===== config.mk =====
export PLATFORM = sky130hd
export DESIGN_NAME = calc_core
export DESIGN_NICKNAME = d
export VERILOG_FILES = /design/src/rtl/calc_core_pkg.sv /design/src/rtl/shift_add_mul.sv /design/src/rtl/calc_core.sv
export SDC_FILE = /design/constraint.sdc
export NUM_CORES = 1
export LEC_CHECK = 0
export CORE_UTILIZATION = 60
export CTS_CLUSTER_SIZE = 24
export DETAILED_ROUTE_END_ITERATION = 8
export PLACE_DENSITY = 0.79
export SLEW_MARGIN = 20
export SYNTH_ARGS = -nofsm -noshare
export SYNTH_HDL_FRONTEND = slang
export SYNTH_SLANG_ARGS = --single-unit

===== constraint.sdc =====
create_clock -name clk -period 9.8 [get_ports clk]
set_clock_uncertainty 0.15 [all_clocks]
set_input_delay 2.45 -clock clk [delete_from_list [all_inputs] [get_ports clk]]
set_output_delay 2.45 -clock clk [all_outputs]
set_load 0.01 [all_outputs]

===== src/rtl/calc_core_pkg.sv =====
// Shared types and constants for calc_core: FSM states, step count, result length.
// Optional saturation (macro CALC_CORE_SAT_EN) narrows the result to 32 bits.
package calc_core_pkg;

   typedef enum logic [1:0] {S_IDLE, S_MUL, S_FIX, S_SEND} calc_state_t;

   localparam int MUL_STEPS = 32;

`ifdef CALC_CORE_SAT_EN
   localparam int NBYTES = 4;
`else
   localparam int NBYTES = 8;
`endif

   localparam logic [31:0] SAT_MAX = 32'h7FFF_FFFF;
   localparam logic [31:0] SAT_MIN = 32'h8000_0000;

`ifdef CALC_CORE_SAT_EN
   // Clamp a signed 64-bit value into the signed 32-bit range.
   function automatic logic [31:0] sat32(input logic [63:0] v);
      if ($signed(v) > $signed({32'h0, SAT_MAX}))
         return SAT_MAX;
      if ($signed(v) < $signed({32'hFFFF_FFFF, SAT_MIN}))
         return SAT_MIN;
      return v[31:0];
   endfunction
`endif

endpackage


===== src/rtl/shift_add_mul.sv =====
// Sequential unsigned W x W -> 2W shift-add multiplier, one partial product per enabled cycle.
// start loads operands; done is high during the cycle whose edge performs the last step.
module shift_add_mul
   import calc_core_pkg::*;
#(
   parameter int W = 32
) (
   input  logic           clk,
   input  logic           rst_n,
   input  logic           start,
   input  logic           ena,
   input  logic [W-1:0]   mcand,
   input  logic [W-1:0]   mplier,
   output logic [2*W-1:0] product,
   output logic           done
);

   logic [2*W-1:0] acc_q;
   logic [2*W-1:0] mcand_q;
   logic [W-1:0]   mplier_q;
   logic [5:0]     cnt_q;
   logic           run_q;

   assign product = acc_q;
   assign done    = run_q && (cnt_q == 6'(MUL_STEPS - 1));

   always_ff @(posedge clk or negedge rst_n) begin
      if (!rst_n) begin
         acc_q    <= '0;
         mcand_q  <= '0;
         mplier_q <= '0;
         cnt_q    <= '0;
         run_q    <= 1'b0;
      end else if (ena) begin
         if (start) begin
            acc_q    <= '0;
            mcand_q  <= {{W{1'b0}}, mcand};
            mplier_q <= mplier;
            cnt_q    <= '0;
            run_q    <= 1'b1;
         end else if (run_q) begin
            if (mplier_q[0])
               acc_q <= acc_q + mcand_q;
            mcand_q  <= mcand_q << 1;
            mplier_q <= mplier_q >> 1;
            cnt_q    <= cnt_q + 6'd1;
            if (done)
               run_q <= 1'b0;
         end
      end
   end

endmodule


===== src/rtl/calc_core.sv =====
// Signed multiply of a0*a1 via shift-add, result streamed MSB-first as bytes over valid/ready.
// Macro CALC_CORE_SAT_EN: saturate to signed 32 bits and send 4 bytes instead of 8.
module calc_core
   import calc_core_pkg::*;
#(
   parameter int MUL_W = 32
) (
   input  logic             clk,
   input  logic             rst_n,
   input  logic             ena,
   input  logic [MUL_W-1:0] a0,
   input  logic [MUL_W-1:0] a1,
   input  logic             start_calc,
   output logic             core_busy,
   output logic [7:0]       out_byte,
   output logic             out_valid,
   output logic             out_last,
   input  logic             out_ready
);

   localparam int RW = 8 * NBYTES;
   localparam int IW = $clog2(NBYTES);

   calc_state_t      state_q;
   logic             start_q;
   logic             sign_q;
   logic [RW-1:0]    res_q;
   logic [IW-1:0]    idx_q;
   logic             busy_q;
   logic [7:0]       byte_q;
   logic             valid_q;
   logic             last_q;

   logic             req;
   logic             mul_start;
   logic             mul_done;
   logic [MUL_W-1:0] abs0, abs1;
   logic [2*MUL_W-1:0] prod, signed_prod;
   logic [RW-1:0]    res_fix;
   logic             hs;

   assign req       = start_calc & ~start_q;
   assign mul_start = (state_q == S_IDLE) & req;
   assign abs0      = a0[MUL_W-1] ? -a0 : a0;
   assign abs1      = a1[MUL_W-1] ? -a1 : a1;
   assign hs        = valid_q & out_ready;

   shift_add_mul #(.W(MUL_W)) u_mul (
      .clk     (clk),
      .rst_n   (rst_n),
      .start   (mul_start),
      .ena     (ena),
      .mcand   (abs0),
      .mplier  (abs1),
      .product (prod),
      .done    (mul_done)
   );

   assign signed_prod = sign_q ? -prod : prod;
`ifdef CALC_CORE_SAT_EN
   assign res_fix = RW'(sat32(signed_prod));
`else
   assign res_fix = RW'(signed_prod);
`endif

   assign core_busy = busy_q;
   assign out_byte  = byte_q;
   assign out_valid = valid_q;
   assign out_last  = last_q;

   always_ff @(posedge clk or negedge rst_n) begin
      if (!rst_n) begin
         state_q <= S_IDLE;
         start_q <= 1'b0;
         sign_q  <= 1'b0;
         res_q   <= '0;
         idx_q   <= '0;
         busy_q  <= 1'b0;
         byte_q  <= 8'h00;
         valid_q <= 1'b0;
         last_q  <= 1'b0;
      end else if (ena) begin
         start_q <= start_calc;
         case (state_q)
            S_IDLE: begin
               if (req) begin
                  sign_q  <= a0[MUL_W-1] ^ a1[MUL_W-1];
                  busy_q  <= 1'b1;
                  state_q <= S_MUL;
               end
            end
            S_MUL: begin
               if (mul_done)
                  state_q <= S_FIX;
            end
            S_FIX: begin
               // The output byte register holds the MSB; res_q keeps the rest left-aligned.
               byte_q  <= res_fix[RW-1 -: 8];
               res_q   <= res_fix << 8;
               idx_q   <= '0;
               valid_q <= 1'b1;
               last_q  <= 1'b0;
               state_q <= S_SEND;
            end
            S_SEND: begin
               if (hs) begin
                  if (last_q) begin
                     busy_q  <= 1'b0;
                     valid_q <= 1'b0;
                     last_q  <= 1'b0;
                     byte_q  <= 8'h00;
                     state_q <= S_IDLE;
                  end else begin
                     byte_q <= res_q[RW-1 -: 8];
                     res_q  <= res_q << 8;
                     idx_q  <= idx_q + 1'b1;
                     last_q <= (idx_q == IW'(NBYTES - 2));
                  end
               end
            end
            default: state_q <= S_IDLE;
         endcase
      end
   end

endmodule


# Word-level counts from Yosys, hierarchy flattened
# Cells that the tools add are included.
# classes
addsub	6
n_eq_ne	10
mux	37
bitwise_logic	5
reduce_logical	14
# op_table
op	n
$mux 64	8
$mux 32	4
$pmux 64 s2	1
$add 64x64->64	1
$neg 32->32	2
$neg 64->64	1
$mux 8	2
$pmux 8 s2	1
$mux 6	2
$ne 2x2->1 const B	5
$reduce_and 5->1	2
$reduce_and 3->1	3
$mux 1	8
$mux 2	4
$pmux 2 s4	1
$reduce_and 4->1	2
$reduce_bool 2->1	4
$add 6x1->6 const B	1
$eq 6x5->1 const B	1
$mux 3	2
$pmux 1 s2	3
$pmux 3 s2	1
$eq 2x2->1 const B	2
$add 3x1->3 const B	1
8 further kinds	10
# totals
regBits	249
inputBits	69
output_inout_bits	11

# Depth between registers and ports, before layout
# Gate-level depths: netlist (run 1).
# depth
word_depth	5
mapped_depth	12
depth_no_buf	11

# By module
# Synthesis (run 1) repeated with hierarchy kept, for this count alone.
# hier_totals
cells_unflattened	1874
hier_area_um2	16544.6
# modules_own_cells
mod	instances	cells_per_inst	area_each_um2
shift_add_mul	1	1108	10367.4
calc_core	1	766	6177.2

# Worst setup path after synthesis (run 1)
# OpenSTA, ideal clock, no wires.
# synth_path
kind	input port to flip-flop
start	input port a1[5]
end	register u_mul.mplier_q[29]
setup_ns	0.077
t_arrival_ns	4.715
t_required_ns	9.573
slack_ns	4.857
stages	9
path_buffers	0
cell_sequence	nor4_1 -> nand3_1 -> or4_1 -> or3_1 -> or3_1 -> o41ai_1 -> xnor2_1 -> o22ai_1 -> a21oi_1
# synth_between
elab_chain_len	3
# synth_lines
item	line	text
from (decl)	calc_core.sv:12	input logic [MUL_W-1:0] a1,
$neg 32->32	calc_core.sv:45	assign abs1 = a1[MUL_W-1] ? -a1 : a1;
$mux 32	calc_core.sv:45	
$mux 32	shift_add_mul.sv:35	if (start) begin
to (signal assigned)	shift_add_mul.sv:38	mplier_q <= mplier;
to (signal assigned)	shift_add_mul.sv:45	mplier_q <= mplier_q >> 1;
to (decl)	shift_add_mul.sv:20	logic [W-1:0] mplier_q;
# Every way passes these cells.
# A chain may end at the register's enable or synchronous reset.

# Worst setup path in the final report (run 1)
# layout_path
start	input port ena
end	register res_q[49]
# layout_between
elab_chain_len	1
# layout_lines
item	line	text
from (decl)	calc_core.sv:10	input logic ena,
$reduce_and 4->1 (no line)	--	
to (signal assigned)	calc_core.sv:99	res_q <= res_fix << 8;
to (signal assigned)	calc_core.sv:115	res_q <= res_q << 8;
to (decl)	calc_core.sv:27	logic [RW-1:0] res_q;
# Every way passes these cells.

==> results.yml, run 1 <==
detailed_routing:
  post_drt_wl_per_cell_um: 19.9
  first_iter_violations: 1589
  wl_um: 45700
  dr.pass1.iters: 7
  drc: 0
  dr_total_vias: 15300
  ant_nets: 0
  viasPerCell: 6.68
pwr:
  p_seq_share_pct: 30.8
  switching_share_pct: 45.6
  power_frac_comb_pct: 51.1
  clock_power_share_pct: 18.1
  power_switching_uw: 2700
  vdd_drop_max_mv: 0.209
  intPower_uw: 3220
  total_leakage_power_uw: 0.00747
  power.density_nw_per_um2: 325
die:
  dieArea_um2: 27900
  core_area_um2: 26900
  die_h_um: 167
  die_w_um: 167
  rows: 60
  pin_count: 80
  initial_core_util_pct: 60.9
logic_synthesis:
  ys_types: 72
  seq_area_frac_synth_pct: 36.9
  ys.flop_type: "dfrtp_1"
  avgSynthCellArea_um2: 8.48
  ys_seq_elements: 241
  syn_inst: 1930
  synthesis.nets: 2073
  ys_warn_count: 0
  syn_area_um2: 16400
  synth_edf_count: 0
  synthArstFlopShare_pct: 100
place:
  gp_congestion: 0.941
  hpwl_um: 33000
  placed_cells: 2241
  io_buffers: 79
  placedInstanceArea_um2: 17300
final_layout:
  drive_gt1_share_pct: 4.87
  nets: 2073
  final_area_um2: 18200
  fin_cells: 2292
  insertedDiodeCount: 0
  syn2layout_area_growth_pct: 11.3
sta:
  worstMarginPinSlew_ns: 1.03
  fmax_mhz: 177
  drv_slew: 0
  rsz0062_at_grt: "no"
  slew-limit-headroom_pct: 31.0
  fin_crit_ns: 5.65
  fin_tns_setup_ns: 0
  fin_crit_sh_pct: 57.6
  hold_viol_final: 0
  setup_viol: 0
clock_network:
  htreeDepth: 1
  tritoncts: "built"
  post_cts_buffers: 0
  cts_resized: 0
  cts.sink_count: 241
  clk-insertion-delay-late_ns: 0.55
  clk_path_buf_depth: 3
  numCtsBuffers: 27
  ctsHoldBuffers: 0
  root_buffer: "clkbuf_16"
  cts.clk_slew.worst_paths_ns: 0.06
hold_path:
  min_from: "out_byte[7]$_DFFE_PN0P_"
  hold_class: "reg -> reg"
worst_setup_path:
  crit_arrival_ns: 5.90
  cp-startpoint: "ena"
  rrSetupSlack_ns: 5.72
  r2r_start: "u_mul.mcand_q[0]$_DFFE_PN0P_"
  worstPathMaxFanout: 66
  worstSetupPathType: "in -> reg"
  start_kind: "primary input"
  cp.required_ns: 10.05
  critPathCaptureType: "flip-flop"
run:
  cap_violations: 0
run_status:
  outcome: "completed"
global_route:
  grt_max_degree: 97
  overflow: 0
  grt_pass1_wl_um: 75500
  grt_usage_pct: 33.0
  grt_pass1_vias: 14500
  antenna_found_initial: 0
[layout make-up]
class | count | area [um^2]
Sequential cell | 241 | 6030
Fill cell | 2218 | 8670
Inverter | 33 | 124
Multi-Input combinational cell | 1533 | 9770
Clock inverter | 16 | 199
Timing Repair Buffer | 94 | 923
Tap cell | 341 | 427
Clock buffer | 34 | 732
[path summary, 6_finish.rpt]
kind | depth (start not counted) | end
max | 11 | res_q[49]$_DFFE_PN0P_
min | 2 | out_byte[7]$_DFFE_PN0P_
max reg2reg | 11 | u_mul.product[58]$_DFFE_PN0P_
min reg2reg | 2 | out_byte[7]$_DFFE_PN0P_
max in group asynchronous | 2 | res_q[18]$_DFFE_PN0P_
min in group asynchronous | 1 | u_mul.product[2]$_DFFE_PN0P_
[routing by layer]
layer,up-vias,global-route usage (%),part of all wire (%)
met3,92,3.52,7.8
met1,7411,49.0,45
met2,634,51.8,45
met4,0,7.93,2.3
met5,-,0,0
li1,7180,-,-
[registers in the layout, indices dropped and copies added, names as in the netlist]
signal          cells
core_busy           1
idx_q               3
out_byte            8
out_last            1
out_valid           1
res_q              56
sign_q              1
start_q             1
state_q             2
u_mul.cnt_q         6
u_mul.mcand_q      64
u_mul.mplier_q     32
u_mul.product      64
u_mul.run_q         1
[power groups by stage]
stage / clock [uW] / combinational, uW / sequential [uW]
after detailed placement: 0 / 2950 / 1820
after global placement: 0 / 2880 / 1810
after global routing: 1120 / 3350 / 1870
final: 1070 / 3030 / 1830
after floorplan: 0 / 2280 / 1660
after CTS: 1070 / 2970 / 1810
[synth_stat cells (all sizes together), types with 4 or more instances]
| master | instances | area (um^2) |
|---|---|---|
| nor2b | 8 | 50.1 |
| ha | 73 | 913 |
| or3 | 29 | 181 |
| or2 | 9 | 56.3 |
| a221o | 4 | 40.0 |
| nor3 | 14 | 70.1 |
| xnor2 | 82 | 718 |
| nor2 | 167 | 627 |
| o211ai | 9 | 67.6 |
| nand2 | 218 | 818 |
| o41ai | 21 | 184 |
| o21a | 5 | 37.5 |
| a21o | 35 | 263 |
| nand3 | 21 | 105 |
| a21oi | 159 | 796 |
| and3 | 7 | 43.8 |
| a22o | 39 | 342 |
| a21boi | 9 | 67.6 |
| o21bai | 19 | 143 |
| o221ai | 6 | 52.6 |
| o31ai | 37 | 292 |
| a31oi | 8 | 50.1 |
| o2111ai | 4 | 35.0 |
| clkbuf | 107 | 402 |
| nand2b | 9 | 56.3 |
| o22ai | 102 | 638 |
| nand4 | 31 | 194 |
| buf | 16 | 65.1 |
| xor2 | 89 | 780 |
| o21ai | 168 | 841 |
| inv | 32 | 120 |
| and2 | 9 | 56.3 |
| nor4 | 15 | 93.8 |
| a221oi | 47 | 412 |
| or4 | 24 | 188 |
| or4b | 4 | 43.8 |
| dfrtp | 241 | 6030 |
| mux2i | 6 | 60.1 |
| a211oi | 9 | 67.6 |
[placed cells by master, fill, tap and decap left out, drive strengths merged, types with 7 or more instances in the layout]
master         synthesis  final
or3                   29     29
o22ai                102    102
clkinv                 1      9
and3                   7      7
a22o                  39     39
clkdlybuf4s50          0     77
nand4                 31     31
o211ai                 9      9
xor2                  89     89
o31ai                 37     37
xnor2                 82     82
inv                   32     33
and2                   9      9
ha                    73     73
or2                    9      9
nor2b                  8      8
nor2                 167    167
a21oi                159    159
clkbuf               107     34
nor4                  15     15
o41ai                 21     21
dfrtp                241    241
buf                   16     17
nor3                  14     14
or4                   24     24
nand3                 21     21
a21o                  35     35
a221oi                47     47
nand2b                 9      9
a21boi                 9      9
o21ai                168    168
nand2                218    218
a31oi                  8      8
a211oi                 9      9
o21bai                19     19
[critical path, stage by stage]
cell and delay [ns]:
buf_2 0.07, buf_4 0.59, clkinv_1 0.61, nor2_4 0.23
buf_4 0.49, nand2_1 0.52, buf_4 0.42, o22ai_1 0.16
nand2_1 0.07, o21ai_0 0.13, a21oi_1 0.09
[cells by family after synthesis]
kind of cell             Yosys count  synth area share, %
XOR/XNOR                         171                 9.15
adder cells (fa/ha/maj)           74                 5.71
multiplexers                       9                0.574
AND/OR/NAND/NOR                  576                 16.4
buffers and inverters            156                 3.61
flip-flops                       241                 36.9
AO/OA/AOI/OAI                    703                 27.7
[stage by stage]
stage	total power (uW)	hold WS (ns)	worst slack, ns	utilization (%)
after floorplan	3940	0.300	4.86	-
after global placement	4690	0.317	3.81	64.2
after detailed placement	4770	0.323	3.73	64.2
after CTS	5860	0.343	4.27	67.7
after global routing	6340	0.368	3.90	67.8
final	5920	0.337	4.15	67.8
Power figures use the tool's default switching activity.
==> inputs of run 2 (changes only) <==
CORE_UTILIZATION = 56   (was 60)
PLACE_DENSITY = 0.78   (was 0.79)
clock period = 4.7 ns   (was 9.8 ns; I/O delays follow)
==> run 2 against run 1 <==
Compared with the run above:
- register-to-register slack got worse by 5.2 ns
- count of clock-buffer cells in the layout rose by 2
- via count fell by 0.99%
- routed wire length rose by 1.2%
- cell count rose by 2.6%
- sequential power rose by 110%
- critical path depth did not move
- cell area rose by 1.2%
==> results.yml, run 2 (synthesized netlist as in run 1, its figures left out) <==
die:
  rows: 62
  die_w_um: 173
  core_area_um2: 28700
  initial_core_util_pct: 57.0
  die_h_um: 173
  dieArea_um2: 29900
  pin_count: 80
place:
  gp_congestion: 0.931
  io_buffers: 79
  preCtsSetupSlack_ns: 0.226
  hpwl_um: 33200
detailed_routing:
  drc: 0
  dr_total_vias: 15200
  wl_um: 46200
  post_drt_wl_per_cell_um: 19.7
  dr.pass1.iters: 6
  viasPerCell: 6.45
  ant_nets: 0
  first_iter_violations: 1606
final_layout:
  syn2layout_area_growth_pct: 12.6
  fillers: 2450
  insertedDiodeCount: 0
  layout_common_cells: "240 x dfrtp_1, 217 x nand2_1, 165 x o21ai_0, 164 x nor2_1, 159 x a21oi_1"
  drive_gt1_share_pct: 5.74
  fin_util_pct: 64.2
  final_common_cell: "dfrtp_1"
  multi_input_area_um2: 9770
  nets: 2088
  seq_area_um2: 6030
pwr:
  vdd_drop_max_mv: 0.403
  total_leakage_power_uw: 0.00757
  power.density_nw_per_um2: 674
sta:
  rsz0062_at_grt: "no"
  drv_slew: 0
  worstMarginPinSlew_ns: 1.09
  hold_ws_ns: 0.334
  postLayoutSetupSlackWorst_ns: 0.508
  fin_crit_sh_pct: 89.2
  slew-limit-headroom_pct: 26.8
  hold_viol_final: 0
  fin_tns_setup_ns: 0
  setup_viol: 0
  fin_crit_ns: 4.19
  fmax_mhz: 239
clock_network:
  root_buffer: "clkbuf_16"
  ctsHoldBuffers: 0
  post_cts_buffers: 0
  clk_path_buf_depth: 3
  cts.clk_slew.worst_paths_ns: 0.06
  numCtsBuffers: 28
  cts.sink_count: 241
  tritoncts: "built"
  htreeDepth: 1
  cts_resized: 0
  clk-insertion-delay-late_ns: 0.55
global_route:
  grt_pass1_vias: 14300
  overflow: 0
  antenna_found_initial: 0
  grt_pass1_wl_um: 75200
  grt_usage_pct: 30.5
  grt_max_degree: 104
worst_setup_path:
  cp.required_ns: 5.00
  worstPathMaxFanout: 4
  start_kind: "flip-flop"
  crit_arrival_ns: 4.49
  critPathCaptureType: "flip-flop"
  worstSetupPathType: "reg -> reg"
run_status:
  outcome: "completed"
hold_path:
  hold_class: "reg -> reg"
run:
  cap_violations: 0
run 2: cell count changes in the layout (fill, tap and decap cells not counted), sizes merged:
cell,previous run,this run
buf,17,31
clkinvlp,3,4
clkbuf,34,36
inv,33,32
run 2: final timing paths:
kind	slack, ns	from	depth (start not counted)	end
setup / recovery	0.51	u_mul.mcand_q[0]$_DFFE_PN0P_	11	u_mul.product[62]$_DFFE_PN0P_
hold / removal	0.33	u_mul.mplier_q[31]$_DFFE_PN0P_	2	u_mul.mplier_q[31]$_DFFE_PN0P_
setup reg to reg	0.51	u_mul.mcand_q[0]$_DFFE_PN0P_	11	u_mul.product[62]$_DFFE_PN0P_
hold reg to reg	0.33	u_mul.mplier_q[31]$_DFFE_PN0P_	2	u_mul.mplier_q[31]$_DFFE_PN0P_
max in group asynchronous	2.93	rst_n	2	start_q$_DFFE_PN0P_
min in group asynchronous	0.52	rst_n	1	u_mul.product[4]$_DFFE_PN0P_
run 2: final cells by class:
class                      instances  share of cell area, %
multi-input combinational       1533                   53.0
sequential                       241                   32.7
timing repair buffer             108                   5.54
clock buffer                      36                   4.35
tap                              384                   2.61
clock inverter                    16                   1.03
inverter                          33                  0.672
run 2: power by group:
group	total (uW)	switching [uW]	internal, uW	leakage [uW]
logic	6280	3750	2530	0.00417
registers	3830	950	2880	0.00291
clock network	2320	897	1420	0.000484
total	12400	5600	6830	0.00757
run 2: through the flow:
stage	std cells	power (uW)	area, um^2
after floorplan	1930	8220	16400
after global placement	2299	9820	17400
after detailed placement	2299	9970	17400
after CTS	2351	12300	18400
after global routing	2351	13300	18400
final	2351	12400	18400
run 2: worst max-delay path, cell delays in order (launching register included):
cell       delay [ns]
dfrtp_1          0.47
ha_1             0.27
fa_1             0.25
a211oi_1         0.12
o21ai_0          0.43
nand4_1          0.27
a211oi_1         0.59
o21ai_0          0.39
a21oi_1          0.44
o2111ai_1        0.23
a21o_1           0.23
a32o_1           0.25
run 2: routing by layer:
| layer | vias to the layer above | global-route usage [%] | wire length [um] |
|---|---|---|---|
| met5 | - | 0 | 0 |
| met4 | 0 | 5.94 | 715 |
| met3 | 61 | 5.08 | 3900 |
| met2 | 570 | 47.5 | 20600 |
| met1 | 7313 | 45.1 | 21000 |
| li1 | 7222 | - | - |
